### src/rtl/uart_pkg.sv
// Shared definitions for the UART transmitter slice.
//   FRAME_BITS       : bit slots per 8N1 frame (start + 8 data + stop)
//   STATUS_EMPTY_BIT : position of the holding-register-empty flag in read data
//   shift_state_e    : shifter state encoding
package uart_pkg;

  localparam int FRAME_BITS       = 10;
  localparam int STATUS_EMPTY_BIT = 0;

  typedef enum logic {
    SH_IDLE  = 1'b0,
    SH_SHIFT = 1'b1
  } shift_state_e;

endpackage

### src/rtl/uart_baud_gen.sv
// Bit-period generator for the UART transmitter.
//   clk_i     : system clock
//   rst_i     : synchronous active-high reset
//   restart_i : synchronous restart, counter returns to 0 at this edge
//   tick_o    : high for one cycle in the last cycle of each bit period
module uart_baud_gen #(
  parameter int BAUD_DIVIDER = 868
) (
  input  logic clk_i,
  input  logic rst_i,
  input  logic restart_i,
  output logic tick_o
);

  localparam int CNT_W = (BAUD_DIVIDER > 1) ? $clog2(BAUD_DIVIDER) : 1;
  localparam logic [CNT_W-1:0] CNT_MAX = CNT_W'(BAUD_DIVIDER - 1);

  logic [CNT_W-1:0] cnt_q;
  logic [CNT_W-1:0] cnt_d;

  always_comb begin
    cnt_d = cnt_q + 1'b1;
    if (restart_i || (cnt_q == CNT_MAX)) begin
      cnt_d = '0;
    end
  end

  always_ff @(posedge clk_i) begin
    if (rst_i) begin
      cnt_q <= '0;
    end else begin
      cnt_q <= cnt_d;
    end
  end

  assign tick_o = (cnt_q == CNT_MAX);

endmodule

### src/rtl/uart_tx.sv
// Memory-mapped 8N1 UART transmitter with a one-byte holding register.
//   clk, reset            : system clock, synchronous active-high reset
//   enable                : chip select from the address decoder
//   mem_valid/instr/wstrb : bus request (instr ignored; any wstrb bit = write)
//   mem_wdata/addr        : write data (byte in [7:0]); address not decoded
//   mem_ready             : one-cycle access acknowledge
//   mem_rdata             : read data {31'b0, empty}, zero outside read acks
//   serialOut             : registered TX line, idle high
module uart_tx
  import uart_pkg::*;
#(
  parameter int BAUD_DIVIDER = 868
) (
  input  logic        clk,
  input  logic        reset,
  input  logic        enable,
  input  logic        mem_valid,
  input  logic        mem_instr,
  input  logic [3:0]  mem_wstrb,
  input  logic [31:0] mem_wdata,
  input  logic [31:0] mem_addr,
  output logic        mem_ready,
  output logic [31:0] mem_rdata,
  output logic        serialOut
);

  localparam logic [3:0] LAST_SLOT = 4'(FRAME_BITS - 1);

  logic         ready_q;
  logic [31:0]  rdata_q;
  logic         hold_full_q;
  logic         hold_full_d;
  logic [7:0]   hold_q;
  shift_state_e state_q;
  logic [3:0]   bit_cnt_q;
  logic [7:0]   shift_q;
  logic         line_q;

  logic         accept;
  logic         is_write;
  logic         tick;
  logic         frame_end;
  logic         load;
  logic [31:0]  status;
  logic         unused_inputs;

  assign unused_inputs = ^{mem_instr, mem_addr, mem_wdata[31:8]};

  // The ack pulse itself blocks acceptance, so a held request acks every other cycle.
  assign accept    = enable & mem_valid & ~ready_q;
  assign is_write  = |mem_wstrb;
  assign frame_end = (state_q == SH_SHIFT) && tick && (bit_cnt_q == LAST_SLOT);
  // Transfer needs a full holding register; a write only loads an empty one,
  // so the two can never target the holding register in the same cycle.
  assign load      = hold_full_q && ((state_q == SH_IDLE) || frame_end);

  always_comb begin
    status                   = '0;
    status[STATUS_EMPTY_BIT] = ~hold_full_q;
  end

  always_comb begin
    hold_full_d = hold_full_q;
    if (load) begin
      hold_full_d = 1'b0;
    end else if (accept && is_write) begin
      hold_full_d = 1'b1;
    end
  end

  uart_baud_gen #(
    .BAUD_DIVIDER(BAUD_DIVIDER)
  ) u_baud (
    .clk_i     (clk),
    .rst_i     (reset),
    .restart_i (load),
    .tick_o    (tick)
  );

  always_ff @(posedge clk) begin
    if (reset) begin
      ready_q     <= 1'b0;
      rdata_q     <= '0;
      hold_full_q <= 1'b0;
    end else begin
      ready_q     <= accept;
      rdata_q     <= (accept && !is_write) ? status : '0;
      hold_full_q <= hold_full_d;
    end
  end

  always_ff @(posedge clk) begin
    if (accept && is_write && !hold_full_q) begin
      hold_q <= mem_wdata[7:0];
    end
  end

  always_ff @(posedge clk) begin
    if (load) begin
      shift_q <= hold_q;
    end else if ((state_q == SH_SHIFT) && tick && (bit_cnt_q < 4'd8)) begin
      shift_q <= shift_q >> 1;
    end
  end

  // Slot 0 is the start bit, slots 1..8 data LSB first, slot 9 the stop bit.
  always_ff @(posedge clk) begin
    if (reset) begin
      state_q   <= SH_IDLE;
      bit_cnt_q <= '0;
      line_q    <= 1'b1;
    end else begin
      case (state_q)
        SH_IDLE: begin
          if (load) begin
            state_q   <= SH_SHIFT;
            bit_cnt_q <= '0;
            line_q    <= 1'b0;
          end
        end
        SH_SHIFT: begin
          if (tick) begin
            if (bit_cnt_q == LAST_SLOT) begin
              bit_cnt_q <= '0;
              if (load) begin
                line_q <= 1'b0;
              end else begin
                state_q <= SH_IDLE;
                line_q  <= 1'b1;
              end
            end else begin
              bit_cnt_q <= bit_cnt_q + 4'd1;
              line_q    <= (bit_cnt_q < 4'd8) ? shift_q[0] : 1'b1;
            end
          end
        end
      endcase
    end
  end

  assign mem_ready = ready_q;
  assign mem_rdata = rdata_q;
  assign serialOut = line_q;

endmodule

### config.mk
export PLATFORM = sky130hd
export DESIGN_NAME = uart_tx
export DESIGN_NICKNAME = d
export VERILOG_FILES = /design/src/rtl/uart_pkg.sv /design/src/rtl/uart_baud_gen.sv /design/src/rtl/uart_tx.sv
export SDC_FILE = /design/constraint.sdc
export NUM_CORES = 1
export LEC_CHECK = 0
export ABC_AREA = 0
export CAP_MARGIN = 20
export CORE_ASPECT_RATIO = 1.25
export CORE_UTILIZATION = 37
export DETAILED_ROUTE_END_ITERATION = 8
export PLACE_DENSITY = 0.8
export SYNTH_ARGS = -nofsm -noshare
export SYNTH_HDL_FRONTEND = slang
export SYNTH_HIERARCHICAL = 1
export SYNTH_SLANG_ARGS = --single-unit
### constraint.sdc
create_clock -name clk -period 3.14 [get_ports clk]
set_input_delay 0.628 -clock clk [delete_from_list [all_inputs] [get_ports clk]]
set_output_delay 0.628 -clock clk [all_outputs]
set_load 0.005 [all_outputs]
==> metrics.cfg <==
[final_layout]
drive_above_1_share = 0.115
mostFrequentLayoutCells = 31 x conb_1, 19 x dfxtp_1, 18 x clkdlybuf4s50_1
fillerInstances = 441
register_area_um2 = 861
syn_to_final_growth_pct = 11.9
post-route-util = 0.436
final_nets = 257
final_common_cell = conb_1
multi_input_area_um2 = 716
diodes = 0

[grt]
overflow = 0
grt_start_max_net_pins = 12
grt.total_usage = 0.109
grt_pass1_wl_um = 4080
antenna_found_initial = 0
grt_pass1_vias = 973

[worst_setup_path]
cp-start-kind = flop
cp-end-kind = flop
path_cells = nor4b_1, nand2_1, nor2_1, nand4b_2, a21oi_2, buf_4, or2_2, o21bai_2, nor2_1
crit_arrival_ns = 2.76
cpPeakStageDelay_ns = 0.47
cpMostUsedCell = nor2_1
cp.required_ns = 3.31
slowest_stage = nor4b_1
worstSetupPathType = reg2reg
path_max_fanout = 6

[route]
first_iter_violations = 44
antenna_left = 0
first_pass_iters = 4
viasPerCell = 4.55
drc = 0
drt_wl_total_um = 2490
route.vias.total = 1093
wire_per_inst_um = 10.4

[yosys]
synth_edf_count = 16
ys_seq_elements = 35
yosysSeqAreaShare = 0.495
ys_dominant_reg_cell = dfxtp_1
ys_warn_count = 6
synth_area_um2 = 1740
syn_inst = 159
ys_types = 40
postSynth.asyncResetShare = 0
avgSynthCellArea_um2 = 10.9

[clock_tree]
ctsRootBufferMaster = clkbuf_8
post_cts_resized = 0
clk_pin_slew_ns = 0.06
ctsLongestPathBuffers = 2
cts_tree = done
postCtsSetupRepairBufs = 0
cts_buffers = 5
cts_sinks = 35
clk_latency_ns = 0.29
cts-htree-levels = 2
cts_hold_buffers = 0

[sta]
rsz0062_at_grt = false
worst_slack_ns = 0.547
relSlewSlack = 0.559
tightest_slew_ns = 0.659
finalCriticalPeriod_ns = 2.59
post-route-period-util = 0.826
finalSetupTns_ns = 0
drv_slew = 0
finalSetupViolations = 0
clock_skew_ns = 0.00815
fmax_mhz = 386
hold_viol_final = 0

[floorplan]
coreArea_um2 = 4460
placementRows = 27
die_width_um = 63.3
pin_count = 107
die_h_um = 78.6
start_util = 0.390
dieArea_um2 = 4980

[placed_design]
place_hpwl_um = 1790
gp_congestion = 0.727
place_ws_ns = 0.525
port_buffers = 18

[power]
power_density_nw_per_um2 = 469
p_leak_nw = 0.747
max-vdd-ir-drop_mv = 0.309

[run_status]
outcome = finished, final reports clean

[worst_hold_path]
min_path_type = reg2reg

[job]
maxCapViolations = 0

==> critical path, delay by kind of cell (launching register included) <==
kind | cells | cell delay (ns)
flops | 1 | 0.36
buf+inv | 1 | 0.23
compound gates | 2 | 0.54
simple gates | 6 | 1.35
==> cell usage after synthesis, types with 2 or more instances <==
library cell | count | area share
buf_4 | 31 | 0.13
dfxtp_1 | 19 | 0.22
edfxtp_1 | 16 | 0.28
nor2_1 | 14 | 0.030
nand3_1 | 8 | 0.023
a21oi_1 | 6 | 0.017
inv_1 | 6 | 0.013
mux2_4 | 6 | 0.052
nand2_1 | 5 | 0.011
ha_1 | 3 | 0.022
nand3b_1 | 3 | 0.013
o21ai_0 | 3 | 0.0086
xor2_1 | 3 | 0.015
a2bb2oi_1 | 2 | 0.010
a31oi_1 | 2 | 0.0072
and2_1 | 2 | 0.0072
clkbuf_1 | 2 | 0.0043
mux2i_1 | 2 | 0.012
nand2b_1 | 2 | 0.0072
nand4_1 | 2 | 0.0072
nor3b_1 | 2 | 0.0086
xnor2_1 | 2 | 0.010
==> registers in the layout, indices dropped and copies added (netlist names) <==
register      cells
bit_cnt_q         4
serialOut         1
mem_rdata         1
hold_q            8
hold_full_q       1
mem_ready         1
state_q           1
shift_q           8
u_baud/cnt_q     10
==> through the flow <==
stage	total power [mW]	hold slack, ns	instances	instance area, µm²
after floorplan	0.602	0.426	189	1850
after global placement	0.603	0.440	232	1860
after detailed placement	0.605	0.459	232	1860
after CTS	0.926	0.474	240	1940
after global routing	0.954	0.501	240	1940
final	0.913	0.464	240	1940
==> where the power goes <==
group          internal, mW  total [mW]  switching, mW
clock                 0.155       0.318          0.163
combinational        0.0458      0.0851         0.0393
sequential            0.500       0.510         0.0103
==> per-layer routing <==
layer	global-route usage	share of wire	wire length [µm]
met1	0.123	0.45	1110
met2	0.174	0.47	1170
met3	0.0407	0.062	153
met4	0.0682	0.022	55
met5	0	0	0
==> cells by family after synthesis <==
kind of cell,share of synthesized area
compound gates,0.0691
xor+xnor,0.0252
fa+ha+maj,0.0216
buf+inv,0.158
flops,0.495
mux,0.0698
other cells,0.00216
simple gates,0.159
==> final cells by class <==
class,count,area share
clock inverters,2,0.00644
clock buffers,6,0.0373
repair buffers,19,0.0965
inverters,6,0.0116
well taps,58,0.0373
flip-flops and latches,35,0.443
multi-input cells,114,0.368
==> final timing paths <==
| check | startpoint | endpoint | slack [ns] | depth (start not counted) |
|---|---|---|---|---|
| worst max-delay path | u_baud/cnt_q[4] | u_baud/cnt_q[5] | 0.55 | 9 |
| worst min-delay path | u_baud/cnt_q[0] | u_baud/cnt_q[0] | 0.46 | 1 |
| worst max register to register | u_baud/cnt_q[4] | u_baud/cnt_q[5] | 0.55 | 9 |
| worst min register to register | u_baud/cnt_q[0] | u_baud/cnt_q[0] | 0.46 | 1 |
No activity file was read; power rests on OpenSTA's default activity.
